`config.mk`:
```
export PLATFORM = sky130hd
export DESIGN_NAME = sram_like_arbiter_flat
export DESIGN_NICKNAME = d
export VERILOG_FILES = /design/src/rtl/sram_like_arbiter_if.sv /design/src/rtl/sram_like_arbiter.sv /design/src/flat_wrapper.sv
export SDC_FILE = /design/constraint.sdc
export NUM_CORES = 1
export LEC_CHECK = 0
export ABC_AREA = 0
export BUFFER_PORTS_ARGS = -buffer_cell sky130_fd_sc_hd__buf_2
export CORE_AREA = 2 2 122 124
export CTS_BUF_LIST = sky130_fd_sc_hd__clkbuf_4 sky130_fd_sc_hd__clkbuf_8
export CTS_CLUSTER_SIZE = 8
export DETAILED_ROUTE_END_ITERATION = 16
export DIE_AREA = 0 0 124 126
export GPL_TIMING_DRIVEN = 0
export PLACE_DENSITY_LB_ADDON = 0.3
export SLEW_MARGIN = 5
export SYNTH_ARGS = -nofsm -noshare
export SYNTH_HDL_FRONTEND = slang
export SYNTH_SLANG_ARGS = --single-unit
```
`constraint.sdc`:
```
create_clock -name clk -period 7.35 [get_ports clk]
set_input_delay 0.735 -clock clk [delete_from_list [all_inputs] [get_ports clk]]
set_output_delay 0.735 -clock clk [all_outputs]
set_load 0.01 [all_outputs]
```
`src/rtl/sram_like_arbiter_if.sv`:
```
// rtl/sram_like_arbiter_if.sv - IF/MEM requester and memory-side SRAM-like handshake bundle
interface sram_like_arbiter_if;
  logic        inst_req;
  logic        inst_wr;
  logic [1:0]  inst_size;
  logic [31:0] inst_addr;
  logic [31:0] inst_wdata;
  logic        inst_addr_ok;
  logic        inst_data_ok;
  logic [31:0] inst_rdata;

  logic        data_req;
  logic        data_wr;
  logic [1:0]  data_size;
  logic [31:0] data_addr;
  logic [31:0] data_wdata;
  logic        data_addr_ok;
  logic        data_data_ok;
  logic [31:0] data_rdata;

  logic        s_req;
  logic        s_wr;
  logic [1:0]  s_size;
  logic [31:0] s_addr;
  logic [31:0] s_wdata;
  logic        s_addr_ok;
  logic        s_data_ok;
  logic [31:0] s_rdata;

  // slave: the arbiter's view (serves the pipeline, drives the memory side)
  modport slave (
    input  inst_req, inst_wr, inst_size, inst_addr, inst_wdata,
    output inst_addr_ok, inst_data_ok, inst_rdata,
    input  data_req, data_wr, data_size, data_addr, data_wdata,
    output data_addr_ok, data_data_ok, data_rdata,
    output s_req, s_wr, s_size, s_addr, s_wdata,
    input  s_addr_ok, s_data_ok, s_rdata
  );

  modport master (
    output inst_req, inst_wr, inst_size, inst_addr, inst_wdata,
    input  inst_addr_ok, inst_data_ok, inst_rdata,
    output data_req, data_wr, data_size, data_addr, data_wdata,
    input  data_addr_ok, data_data_ok, data_rdata,
    input  s_req, s_wr, s_size, s_addr, s_wdata,
    output s_addr_ok, s_data_ok, s_rdata
  );
endinterface

```
`src/rtl/sram_like_arbiter.sv`:
```
// rtl/sram_like_arbiter.sv - data-priority arbiter for one SRAM-like port with in-order owner FIFO
module sram_like_arbiter #(
  parameter int DEPTH   = 4,
  parameter int DEPTH_W = 2
) (
  input  logic                 clk,
  input  logic                 reset,
  sram_like_arbiter_if.slave   bus,
  output logic                 err_unexp
);

  typedef enum logic [1:0] {IDLE, HOLD_I, HOLD_D} state_t;
  typedef enum logic [1:0] {G_NONE, G_INST, G_DATA} grant_t;

  state_t             state, state_nxt;
  grant_t             grant;
  logic [DEPTH-1:0]   owner_q;
  logic [DEPTH_W-1:0] wr_ptr, rd_ptr;
  logic [DEPTH_W:0]   count;
  logic               full, push, pop, head_owner;

  assign full       = (count == (DEPTH_W+1)'(DEPTH));
  assign head_owner = owner_q[rd_ptr];
  assign pop        = bus.s_data_ok && (count != '0) && !reset;

  always_comb begin
    state_nxt   = state;
    grant       = G_NONE;
    bus.s_req   = 1'b0;
    bus.s_wr    = 1'b0;
    bus.s_size  = 2'd0;
    bus.s_addr  = 32'd0;
    bus.s_wdata = 32'd0;

    if (!reset) begin
      case (state)
        IDLE: begin
          if (!full) begin
            if (bus.data_req)      grant = G_DATA;
            else if (bus.inst_req) grant = G_INST;
          end
        end
        HOLD_I:  grant = G_INST;
        HOLD_D:  grant = G_DATA;
        default: grant = G_NONE;
      endcase
    end

    case (grant)
      G_DATA: begin
        bus.s_req   = bus.data_req;
        bus.s_wr    = bus.data_wr;
        bus.s_size  = bus.data_size;
        bus.s_addr  = bus.data_addr;
        bus.s_wdata = bus.data_wdata;
      end
      G_INST: begin
        bus.s_req   = bus.inst_req;
        bus.s_wr    = bus.inst_wr;
        bus.s_size  = bus.inst_size;
        bus.s_addr  = bus.inst_addr;
        bus.s_wdata = bus.inst_wdata;
      end
      default: ;
    endcase

    // A presented-but-stalled request locks the owner until memory accepts it
    if (bus.s_req && !bus.s_addr_ok)
      state_nxt = (grant == G_DATA) ? HOLD_D : HOLD_I;
    else if (bus.s_req && bus.s_addr_ok)
      state_nxt = IDLE;
  end

  assign push              = bus.s_req && bus.s_addr_ok;
  assign bus.inst_addr_ok  = push && (grant == G_INST);
  assign bus.data_addr_ok  = push && (grant == G_DATA);
  assign bus.inst_data_ok  = pop && !head_owner;
  assign bus.data_data_ok  = pop && head_owner;
  assign bus.inst_rdata    = bus.s_rdata;
  assign bus.data_rdata    = bus.s_rdata;

  always_ff @(posedge clk) begin
    if (reset) begin
      state     <= IDLE;
      owner_q   <= '0;
      wr_ptr    <= '0;
      rd_ptr    <= '0;
      count     <= '0;
      err_unexp <= 1'b0;
    end else begin
      state <= state_nxt;
      if (push) begin
        owner_q[wr_ptr] <= (grant == G_DATA);
        wr_ptr          <= wr_ptr + 1'b1;
      end
      if (pop)
        rd_ptr <= rd_ptr + 1'b1;
      case ({push, pop})
        2'b10:   count <= count + 1'b1;
        2'b01:   count <= count - 1'b1;
        default: count <= count;
      endcase
      if (bus.s_data_ok && (count == '0))
        err_unexp <= 1'b1;
    end
  end

endmodule
```
`src/flat_wrapper.sv`:
```
// flat-port wrapper written by rule: the top's interface ports become plain ports
module sram_like_arbiter_flat 
#(
  parameter int DEPTH   = 4,
  parameter int DEPTH_W = 2
)
  (clk, reset, err_unexp, bus_inst_req, bus_inst_wr, bus_inst_size, bus_inst_addr, bus_inst_wdata, bus_inst_addr_ok, bus_inst_data_ok, bus_inst_rdata, bus_data_req, bus_data_wr, bus_data_size, bus_data_addr, bus_data_wdata, bus_data_addr_ok, bus_data_data_ok, bus_data_rdata, bus_s_req, bus_s_wr, bus_s_size, bus_s_addr, bus_s_wdata, bus_s_addr_ok, bus_s_data_ok, bus_s_rdata);
  sram_like_arbiter_if bus_i ();
  input  logic clk;
  input  logic reset;
  output logic err_unexp;
  input wire logic [$bits(bus_i.inst_req)-1:0] bus_inst_req;
  input wire logic [$bits(bus_i.inst_wr)-1:0] bus_inst_wr;
  input wire logic [$bits(bus_i.inst_size)-1:0] bus_inst_size;
  input wire logic [$bits(bus_i.inst_addr)-1:0] bus_inst_addr;
  input wire logic [$bits(bus_i.inst_wdata)-1:0] bus_inst_wdata;
  output wire logic [$bits(bus_i.inst_addr_ok)-1:0] bus_inst_addr_ok;
  output wire logic [$bits(bus_i.inst_data_ok)-1:0] bus_inst_data_ok;
  output wire logic [$bits(bus_i.inst_rdata)-1:0] bus_inst_rdata;
  input wire logic [$bits(bus_i.data_req)-1:0] bus_data_req;
  input wire logic [$bits(bus_i.data_wr)-1:0] bus_data_wr;
  input wire logic [$bits(bus_i.data_size)-1:0] bus_data_size;
  input wire logic [$bits(bus_i.data_addr)-1:0] bus_data_addr;
  input wire logic [$bits(bus_i.data_wdata)-1:0] bus_data_wdata;
  output wire logic [$bits(bus_i.data_addr_ok)-1:0] bus_data_addr_ok;
  output wire logic [$bits(bus_i.data_data_ok)-1:0] bus_data_data_ok;
  output wire logic [$bits(bus_i.data_rdata)-1:0] bus_data_rdata;
  output wire logic [$bits(bus_i.s_req)-1:0] bus_s_req;
  output wire logic [$bits(bus_i.s_wr)-1:0] bus_s_wr;
  output wire logic [$bits(bus_i.s_size)-1:0] bus_s_size;
  output wire logic [$bits(bus_i.s_addr)-1:0] bus_s_addr;
  output wire logic [$bits(bus_i.s_wdata)-1:0] bus_s_wdata;
  input wire logic [$bits(bus_i.s_addr_ok)-1:0] bus_s_addr_ok;
  input wire logic [$bits(bus_i.s_data_ok)-1:0] bus_s_data_ok;
  input wire logic [$bits(bus_i.s_rdata)-1:0] bus_s_rdata;
  assign bus_i.inst_req = bus_inst_req;
  assign bus_i.inst_wr = bus_inst_wr;
  assign bus_i.inst_size = bus_inst_size;
  assign bus_i.inst_addr = bus_inst_addr;
  assign bus_i.inst_wdata = bus_inst_wdata;
  assign bus_inst_addr_ok = bus_i.inst_addr_ok;
  assign bus_inst_data_ok = bus_i.inst_data_ok;
  assign bus_inst_rdata = bus_i.inst_rdata;
  assign bus_i.data_req = bus_data_req;
  assign bus_i.data_wr = bus_data_wr;
  assign bus_i.data_size = bus_data_size;
  assign bus_i.data_addr = bus_data_addr;
  assign bus_i.data_wdata = bus_data_wdata;
  assign bus_data_addr_ok = bus_i.data_addr_ok;
  assign bus_data_data_ok = bus_i.data_data_ok;
  assign bus_data_rdata = bus_i.data_rdata;
  assign bus_s_req = bus_i.s_req;
  assign bus_s_wr = bus_i.s_wr;
  assign bus_s_size = bus_i.s_size;
  assign bus_s_addr = bus_i.s_addr;
  assign bus_s_wdata = bus_i.s_wdata;
  assign bus_i.s_addr_ok = bus_s_addr_ok;
  assign bus_i.s_data_ok = bus_s_data_ok;
  assign bus_i.s_rdata = bus_s_rdata;
  sram_like_arbiter #(.DEPTH(DEPTH), .DEPTH_W(DEPTH_W)) u_core (.clk(clk), .reset(reset), .bus(bus_i), .err_unexp(err_unexp));
endmodule
```
==> results, run 1 <==
- The startpoint of the worst register-to-register path is u_core.count[2]$_SDFFE_PP0P_.
- The worst vdd rail ir drop is a little over 70 uV.
- The clock net sink count is 14.
- The routed layout has 3171 vias.
- The relative slew slack is 64.47%.
- The post-route clock period utilization is 48.71%.
- At the pin with the least slew margin, the transition time is 533.0 ps.
- The sort of element at the start of the critical path is an input port.
- The initial DRC count is 128.
- For this run, design rule violations remaining after detail routing come to 0.
- The later pin in the worst-skew pair is clocked with a latency of 250 ps.
- The remaining antenna violation count is 0.
- Input and output buffers added on the ports amount to between 200 and 300.
- The depth of the worst register-to-register path is 14.
- Counting the buffers created by CTS gives 3.
- The via count of the first global-routing pass is 2875.
- The power density of the placed cells is 87.16 mW/mm^2.
- After synthesis the cells add up to between 0.002 and 0.0025 sq mm.
- The max-slew violation count came to 0.
- When the netlist entered floorplanning its net count stood at approximately 500.
- Measured on the finished design, the core utilization comes to 27.05%.
- The maximum root-to-sink buffer count is 2.
- The width of the die is ~120 um.
- The run finished with clean final reports.
- The die covers around 0.016 sq mm.
- Counting flops with a built-in enable in the synthesized netlist gives 0.
- In the final design database the tool counted 777 nets.
- The maximum number of pins on one net before global-route repair is 11.
- The number of placement rows is 44.
- The worst setup path is captured at an output pin.
- The critical path endpoint is bus_s_addr[13].
- The number of placed instances, taps included, is between 700 and 800.
- During synthesis, Yosys emitted a total of 0 warnings.
- Of the cells placed in the final design, the portion with a size suffix greater than 1 is slightly above 60%.
- The total of max-cap violations is 0.
- The final estimated routing congestion in global placement is 0.7306.
- The pre-antenna-repair detailed-routing pass consisted of 4 iterations.
- The sum of negative setup slack is 0 ps.
- Setup violations remaining at the end of the flow were counted as 0.
- The number of setup buffers added after CTS is 0.
- The cell seen most often among critical-path stages is sky130_fd_sc_hd__buf_2.
- For this run, the slowest stage of the critical path takes 390 ps.
- The path class of the tightest hold or removal check is flop to flop.
- The data arrival at the endpoint of the critical path is 2850 ps.
- The highest fanout seen on the critical path is 10.
- In the final routed layout, each cell accounts on average for 14.78 um.
- Setup repair after global routing left no endpoint under its margin.
- The number of antenna violations at the first check in global routing came to 7.
- The critical-path cell with the highest stage delay is sky130_fd_sc_hd__ha_1.
- The clock edge transition at the registers on the reported setup and hold paths is 70 ps.
- For this design, the CTS-stage hold fixing added 0 buffers.
- A synthesized cell averages about 7.0 sq um.
- The post-CTS resize count is 0.
- The top-level port count is 309.
- The signal on the critical path passes through buf_2, clkbuf_1, or3_1, ha_1, buf_2, buf_2, buf_2, nor2_1, buf_2.
- The area of the core is 0.01431 sq mm.
- The aggregate global routing overflow is 0.
- The count of unique library cells instantiated by Yosys is 29.
- The total global-route track usage is 13.31%.
- The overall power after layout is 0.3374 mW.
- After synthesis the netlist holds a flip-flop and latch count of 14.
- The post-detailed-routing wire length is 11.57 mm.
- Using the TritonRoute via totals, the vias-per-cell ratio works out to 4.050.
- The wire-length estimate of the detail-placed layout is 10.14 mm.
- In this run the worst setup path begins at reset.
- At the worst endpoint, the required time is roughly 6600 ps.
- The capture instance of the worst register-to-register path is u_core.count[2]$_SDFFE_PP0P_.
- Synthesis produced 316 cells.
- Counting flops with an async set or reset pin after synthesis yields a share of 0%.
- The die extent in y is about 130 um.
- In this run the number of H-tree levels came out at 1.
- The initial standard-cell utilization of the core is 15.35%.
- The final number of hold-violating endpoints is 0.
- TritonCTS built the clock tree.
- The worst setup path is of the input port to output pin kind.
- The main flop type after synthesis is sky130_fd_sc_hd__dfxtp_1.
- The clock period minus final worst setup slack is 3580 ps.
- The share of synthesized area occupied by flip-flops and latches is between 10 and 15%.
- The wire length of the first global-routing pass is 16.04 mm.
- The maximum clock skew at final layout is 3.748 ps.
- CTS placed an instance of sky130_fd_sc_hd__clkbuf_8 at the clock tree root.
- Final hold analysis gives a worst-case slack of 466.2 ps.
- Compared with the post-synthesis result, the final layout area differs by 76.20%.
- Setup slack on the worst reg-to-reg path comes out at 4080 ps.
- The non-filler instance count after layout is 783.
- For this run, the top clock speed supported by timing is 0.2793 GHz.
- The leakage power total is 2.102 nW.
-- worst min path at each step --
stage	start	to	slack, ps	depth (start not counted)
after global placement	u_core.err_unexp$_SDFFE_PP0P_	u_core.err_unexp$_SDFFE_PP0P_	460	2
after floorplan	u_core.owner_q[2]$_SDFFE_PP0P_	u_core.owner_q[2]$_SDFFE_PP0P_	450	2
final	u_core.err_unexp$_SDFFE_PP0P_	u_core.err_unexp$_SDFFE_PP0P_	470	2
after CTS	u_core.err_unexp$_SDFFE_PP0P_	u_core.err_unexp$_SDFFE_PP0P_	480	2
after global routing	u_core.owner_q[3]$_SDFFE_PP0P_	u_core.owner_q[3]$_SDFFE_PP0P_	500	2
after detailed placement	u_core.err_unexp$_SDFFE_PP0P_	u_core.err_unexp$_SDFFE_PP0P_	460	2
-- cells in the final DEF (no fill, tap or decap), types with 2 or more instances in the layout --
cell type / n
sky130_fd_sc_hd__dfxtp_1: 14
sky130_fd_sc_hd__a22oi_1: 67
sky130_fd_sc_hd__clkbuf_1: 10
sky130_fd_sc_hd__and2_1: 3
sky130_fd_sc_hd__or3_1: 4
sky130_fd_sc_hd__nand2b_1: 9
sky130_fd_sc_hd__ha_1: 7
sky130_fd_sc_hd__diode_2: 3
sky130_fd_sc_hd__nor2_1: 75
sky130_fd_sc_hd__nand2_1: 3
sky130_fd_sc_hd__buf_4: 65
sky130_fd_sc_hd__xor2_1: 2
sky130_fd_sc_hd__buf_2: 287
sky130_fd_sc_hd__clkbuf_8: 4
sky130_fd_sc_hd__mux2i_1: 6
sky130_fd_sc_hd__o21ai_0: 4
sky130_fd_sc_hd__or4_1: 2
sky130_fd_sc_hd__nor3_1: 6
sky130_fd_sc_hd__inv_1: 8
sky130_fd_sc_hd__buf_1: 4
sky130_fd_sc_hd__a21oi_1: 6
-- critical path: cells and delay by family --
family / cells / cell delay [ps]
adder cells (fa/ha/maj): 1 / 390
AND/OR/NAND/NOR: 2 / 470
buffers and inverters: 6 / 1250
-- metrics by stage --
stage               setup WS [ps]  cell area [sq um]
finish                       3770               3871
global route                 3562               3866
CTS                          3728               3864
detailed placement           3743               3809
global placement             3708               3809
floorplan                    4184               2197
-- synthesized netlist by cell type (2+ instances only) --
| cell type | n | area [sq um] |
|---|---|---|
| sky130_fd_sc_hd__nor2_1 | 75 | 281.5 |
| sky130_fd_sc_hd__nand2b_1 | 9 | 56.30 |
| sky130_fd_sc_hd__and2_1 | 3 | 18.77 |
| sky130_fd_sc_hd__buf_4 | 65 | 488.0 |
| sky130_fd_sc_hd__nand2_1 | 3 | 11.26 |
| sky130_fd_sc_hd__buf_1 | 4 | 15.01 |
| sky130_fd_sc_hd__clkbuf_1 | 10 | 37.54 |
| sky130_fd_sc_hd__nor3_1 | 6 | 30.03 |
| sky130_fd_sc_hd__a22oi_1 | 67 | 503.0 |
| sky130_fd_sc_hd__ha_1 | 7 | 87.58 |
| sky130_fd_sc_hd__dfxtp_1 | 14 | 280.3 |
| sky130_fd_sc_hd__or3_1 | 4 | 25.02 |
| sky130_fd_sc_hd__a21oi_1 | 6 | 30.03 |
| sky130_fd_sc_hd__or4_1 | 2 | 15.01 |
| sky130_fd_sc_hd__xor2_1 | 2 | 17.52 |
| sky130_fd_sc_hd__o21ai_0 | 4 | 20.02 |
| sky130_fd_sc_hd__inv_1 | 8 | 30.03 |
| sky130_fd_sc_hd__buf_2 | 11 | 55.05 |
| sky130_fd_sc_hd__mux2i_1 | 6 | 60.06 |
-- cells by family after synthesis --
| logic type | share of synthesized area, % |
|---|---|
| adder cells (fa/ha/maj) | 4.897 |
| AO/OA/AOI/OAI | 26.42 |
| AND/OR/NAND/NOR | 22.38 |
| buffers and inverters | 28.47 |
| multiplexers | 4.271 |
| flip-flops | 12.76 |
| XOR/XNOR | 0.7974 |
-- power breakdown --
group	total, mW	internal (mW)	switching [mW]	leakage (nW)
Clock	0.0783	0.0475	0.0308	0.0288
Combinational	0.181	0.0914	0.0897	1.96
Sequential	0.0780	0.0770	0.000943	0.113
Total	0.337	0.216	0.121	2.10
-- routing by layer --
layer | global-route usage, % | up-vias | routed length (um) | part of all wire [%]
met3 | 3.125 | 12 | 1109 | 9.6
met1 | 14.25 | 1406 | 4207 | 36
li1 | - | 1603 | - | -
met2 | 26.50 | 144 | 6166 | 53
met5 | 0 | - | 37 | 0.32
met4 | 1.586 | 6 | 53 | 0.46
-- area by class of cell --
type / instances / area [sq um]
fillers: 1685 / 10440
repair buffers: 276 / 1381
multi-input cells: 204 / 1291
plain buffers: 90 / 595.6
flip-flops and latches: 14 / 280.3
well taps: 184 / 230.2
clock buffers: 4 / 55.05
inverters: 8 / 30.03
diodes: 3 / 7.507
-- registers in the layout, indices dropped and copies added (netlist names) --
signal	flops
u_core.owner_q	4
u_core.count	3
u_core.rd_ptr	2
u_core.state	2
u_core.wr_ptr	2
u_core.err_unexp	1
Power figures use the tool's default switching activity.
==> inputs of run 2 (changes only) <==
==> constraint.sdc (replaced) <==
create_clock -name clk -period 3.38 [get_ports clk]
set_input_delay 0.338 -clock clk [delete_from_list [all_inputs] [get_ports clk]]
set_output_delay 0.338 -clock clk [all_outputs]
set_load 0.01 [all_outputs]
==> run 2 against run 1 <==
Compared with the run above:
- largest power group unchanged
- final cell count increased by 0.26%
- final area is 0.71% higher
- via count grew 0.44%
- first-iteration DRC count rose by 7.8%
- count of clock-buffer cells in the layout unchanged
- largest cell class unchanged
==> results, run 2 (same netlist as run 1, synthesis figures left out) <==
- The initial standard-cell utilization of the core is 15.35%.
- The count of nets left with antenna violations once routing finished came out at 0.
- The post-detailed-routing wire length is 11.63 mm.
- The number of hold buffers added after CTS was 0.
- The setup-violating endpoint count in the final report is 0.
- The final number of hold-violating endpoints is 0.
- The number of placement rows is 44.
- In this run the worst hold path is classified as input port to flop.
- The largest registers in the layout are u_core.owner_q x4, u_core.count x3.
- The number of cells in the design after placement is 776.
- Traced cell by cell, the critical path runs through or3b_4, a31oi_2, nor3_1, ha_1, buf_2, buf_2, buf_2, nor2_1, buf_2.
- Across the routed clock network, the largest skew measured is 4.257 ps.
- Timing would allow up to 0.3213 GHz.
- The final HPWL from detailed placement is 10.14 mm.
- The non-filler instance count after layout is 785.
- The leakage power total is 2.115 nW.
- The fraction of power spent switching nets is a little over a third.
- The share of total power dissipated in combinational logic is between 50% and 60%.
- The via count of the first global-routing pass came to 2875.
- The routed metal-1 wirelength is 4.215 mm.
- Entering global routing, the biggest net connects 11 pins.
- The worst register-to-register path begins at u_core.count[2]$_SDFFE_PP0P_.
- The worst path in the final design needs a cycle of a little over 3000 ps, including I/O delays and setup.
- The detailed router finished its first iteration with 138 violations.
- After floorplanning, the core was sized to cover 0.01431 sq mm.
- The delay of the slowest cell on the worst path is 410 ps.
- The clock power share is 23.1%.
- Counting cells, the worst reg-to-reg path comes to 14.
- The register ranked first by flip-flop count is u_core.owner_q.
- The most common cell after layout, fill and taps aside is sky130_fd_sc_hd__buf_2.
- The aggregate global routing overflow is 0.
- The number of antenna violations at the first check in global routing is 7.
- The analysis attributes to net switching a power of approximately 0.27 mW.
- The first global-routing pass estimated ~16 mm of wire.
- The required time reported for the critical path endpoint is approximately 3000 ps.
- Compared with the post-synthesis result, the final layout area differs by 77.45%.
- The most numerous cell type found on the critical path is sky130_fd_sc_hd__buf_2.
- The floorplan step set the die height to about 130 um.
- The number of H-tree levels is 1.
- The tightest hold path in the finished design has a slack of 351.2 ps.
- The detailed router used layers up to and including met5.
- Adding up every negative setup slack in the final design gives 0 ps.
- Overall power consumption after layout is estimated at 0.7369 mW.
- The final layout net count is roughly 780.
- The power density of the placed cells is between 150 and 200 mW/mm^2.
- The worst vdd rail ir drop is 153.8 uV.
- The TritonCTS clock tree is built.
- The max-slew violation count is 0.
- The area of the die is 0.01562 sq mm.
- Pin placement for this block handled 309 I/O pins.
- Routability-driven placement finished with a final weighted congestion of 0.7306.
- The first TritonRoute pass finished after 4 iterations.
- The internal power summed over all cells is 0.4718 mW.
- The critical path endpoint is bus_s_addr[13].
- The routed wire length on met2 is 6.210 mm.
- The kind of critical path is flop to output pin.
- Dividing the final minimum period by the clock period gives 92.08%.
- In this run the register-to-register setup slack is about 270 ps.
- The final routed DRC violation total is 0.
- Port buffering added 276 buffers.
- The average wire per cell in the routed design is between 10 and 15 um.
- The total global-route track usage is 13.31%.
- The endpoint identified for the worst register-to-register timing path is u_core.count[2]$_SDFFE_PP0P_.
- The clock net sink count is 14.
- The type of element capturing the critical path is an output pin.
- The measured slew at the worst slew-check pin is around 530 ps.
- The highest fanout seen on the critical path is 10.
- The register with the most flip-flops in the layout has 4 of them.
- For the worst-skew pair, the clock arrives at the later sink with an insertion delay of 250 ps.
- The total of max-cap violations is 0.
- The cell at the root of the clock tree is sky130_fd_sc_hd__clkbuf_8.
- The fraction of power consumed by sequential logic is 23.0%.
- Wire segments on met3 add up to 1.110 mm in the final route.
- Tracing the worst setup path back leads to its startpoint at u_core.count[2]$_SDFFE_PP0P_.
- STA classifies the critical path startpoint as a flop.
- After clock tree synthesis, the clock-pin slew on the worst setup and hold paths is 70 ps.
- The critical-path cell with the highest stage delay is sky130_fd_sc_hd__or3b_4.
- Detailed routing inserted a total of roughly 3200 vias.
- After detailed routing, the number of vias per cell comes to ~4.1.
- At the worst endpoint, the arrival time is 2770 ps.
- The maximum root-to-sink buffer count is 2.
- The die is 124 um wide.
- Setup repair after global routing left no endpoint under its margin.
- The flow ran to the end, and the final reports show no timing, DRC or antenna violations.
- In the layout the commonest cells are sky130_fd_sc_hd__buf_2 (287), sky130_fd_sc_hd__nor2_1 (75), sky130_fd_sc_hd__buf_4 (67), sky130_fd_sc_hd__a22oi_1 (67), sky130_fd_sc_hd__dfxtp_1 (14).
- Counting the buffers created by CTS gives 3.
- Cells with a size suffix above 1 make up roughly 61% of the layout.
- The relative slew slack is 64.35%.
[run 2: cell type report]
cell class / count / area, sq um
Inverter: 8 / 30.03
Sequential cell: 14 / 280.3
Antenna cell: 3 / 7.507
Multi-Input combinational cell: 204 / 1304
Buffer: 90 / 595.6
Timing Repair Buffer: 278 / 1396
Tap cell: 184 / 230.2
Clock buffer: 4 / 55.05
Fill cell: 1687 / 10420
[run 2: routing by layer]
layer / vias up / GRT usage (%)
met3: 12 / 3.125
met4: 6 / 1.586
met2: 144 / 26.50
li1: 1606 / -
met5: - / 0
met1: 1417 / 14.25
[run 2: timing repair]
| action | in CTS | in global routing |
|---|---|---|
| gates resized for setup | 0 | 3 |
| hold endpoints to repair | 0 | 0 |
| buffers inserted | 0 | 2 |
| setup endpoints to repair | 0 | 2 |
[run 2: power groups by stage]
stage               Sequential [mW]  Combinational, mW  Clock [mW]
global route                  0.170              0.441       0.181
detailed placement            0.173              0.400           0
CTS                           0.170              0.401       0.173
finish                        0.170              0.397       0.170
floorplan                     0.173              0.210           0
global placement              0.173              0.399           0
[run 2: how the worst min path moves through the flow]
stage	startpoint	endpoint	slack, ps	cells after the start
2_1_floorplan	u_core.owner_q[2]$_SDFFE_PP0P_	u_core.owner_q[2]$_SDFFE_PP0P_	450	2
3_3_place_gp	u_core.err_unexp$_SDFFE_PP0P_	u_core.err_unexp$_SDFFE_PP0P_	460	2
3_5_place_dp	u_core.err_unexp$_SDFFE_PP0P_	u_core.err_unexp$_SDFFE_PP0P_	460	2
4_1_cts	bus_s_data_ok	u_core.err_unexp$_SDFFE_PP0P_	360	3
5_1_grt	bus_s_data_ok	u_core.err_unexp$_SDFFE_PP0P_	390	3
6_report	bus_s_data_ok	u_core.err_unexp$_SDFFE_PP0P_	350	3
[run 2: worst max-delay path: cells and delay by family (launching register included)]
family                   cells  cell delay, ps
buffers and inverters        4             950
AND/OR/NAND/NOR              3             570
adder cells (fa/ha/maj)      1             400
flip-flops                   1             370
AO/OA/AOI/OAI                1             220
[run 2: per-stage QoR]
stage	instance area [sq um]	worst slack [ps]	utilization (%)
6_report	3899	267.7	27.24
4_1_cts	3864	82.58	26.99
5_1_grt	3894	30.43	27.20
3_3_place_gp	3809	137.8	26.61
3_5_place_dp	3809	115.3	26.61
2_1_floorplan	2197	409.0	-
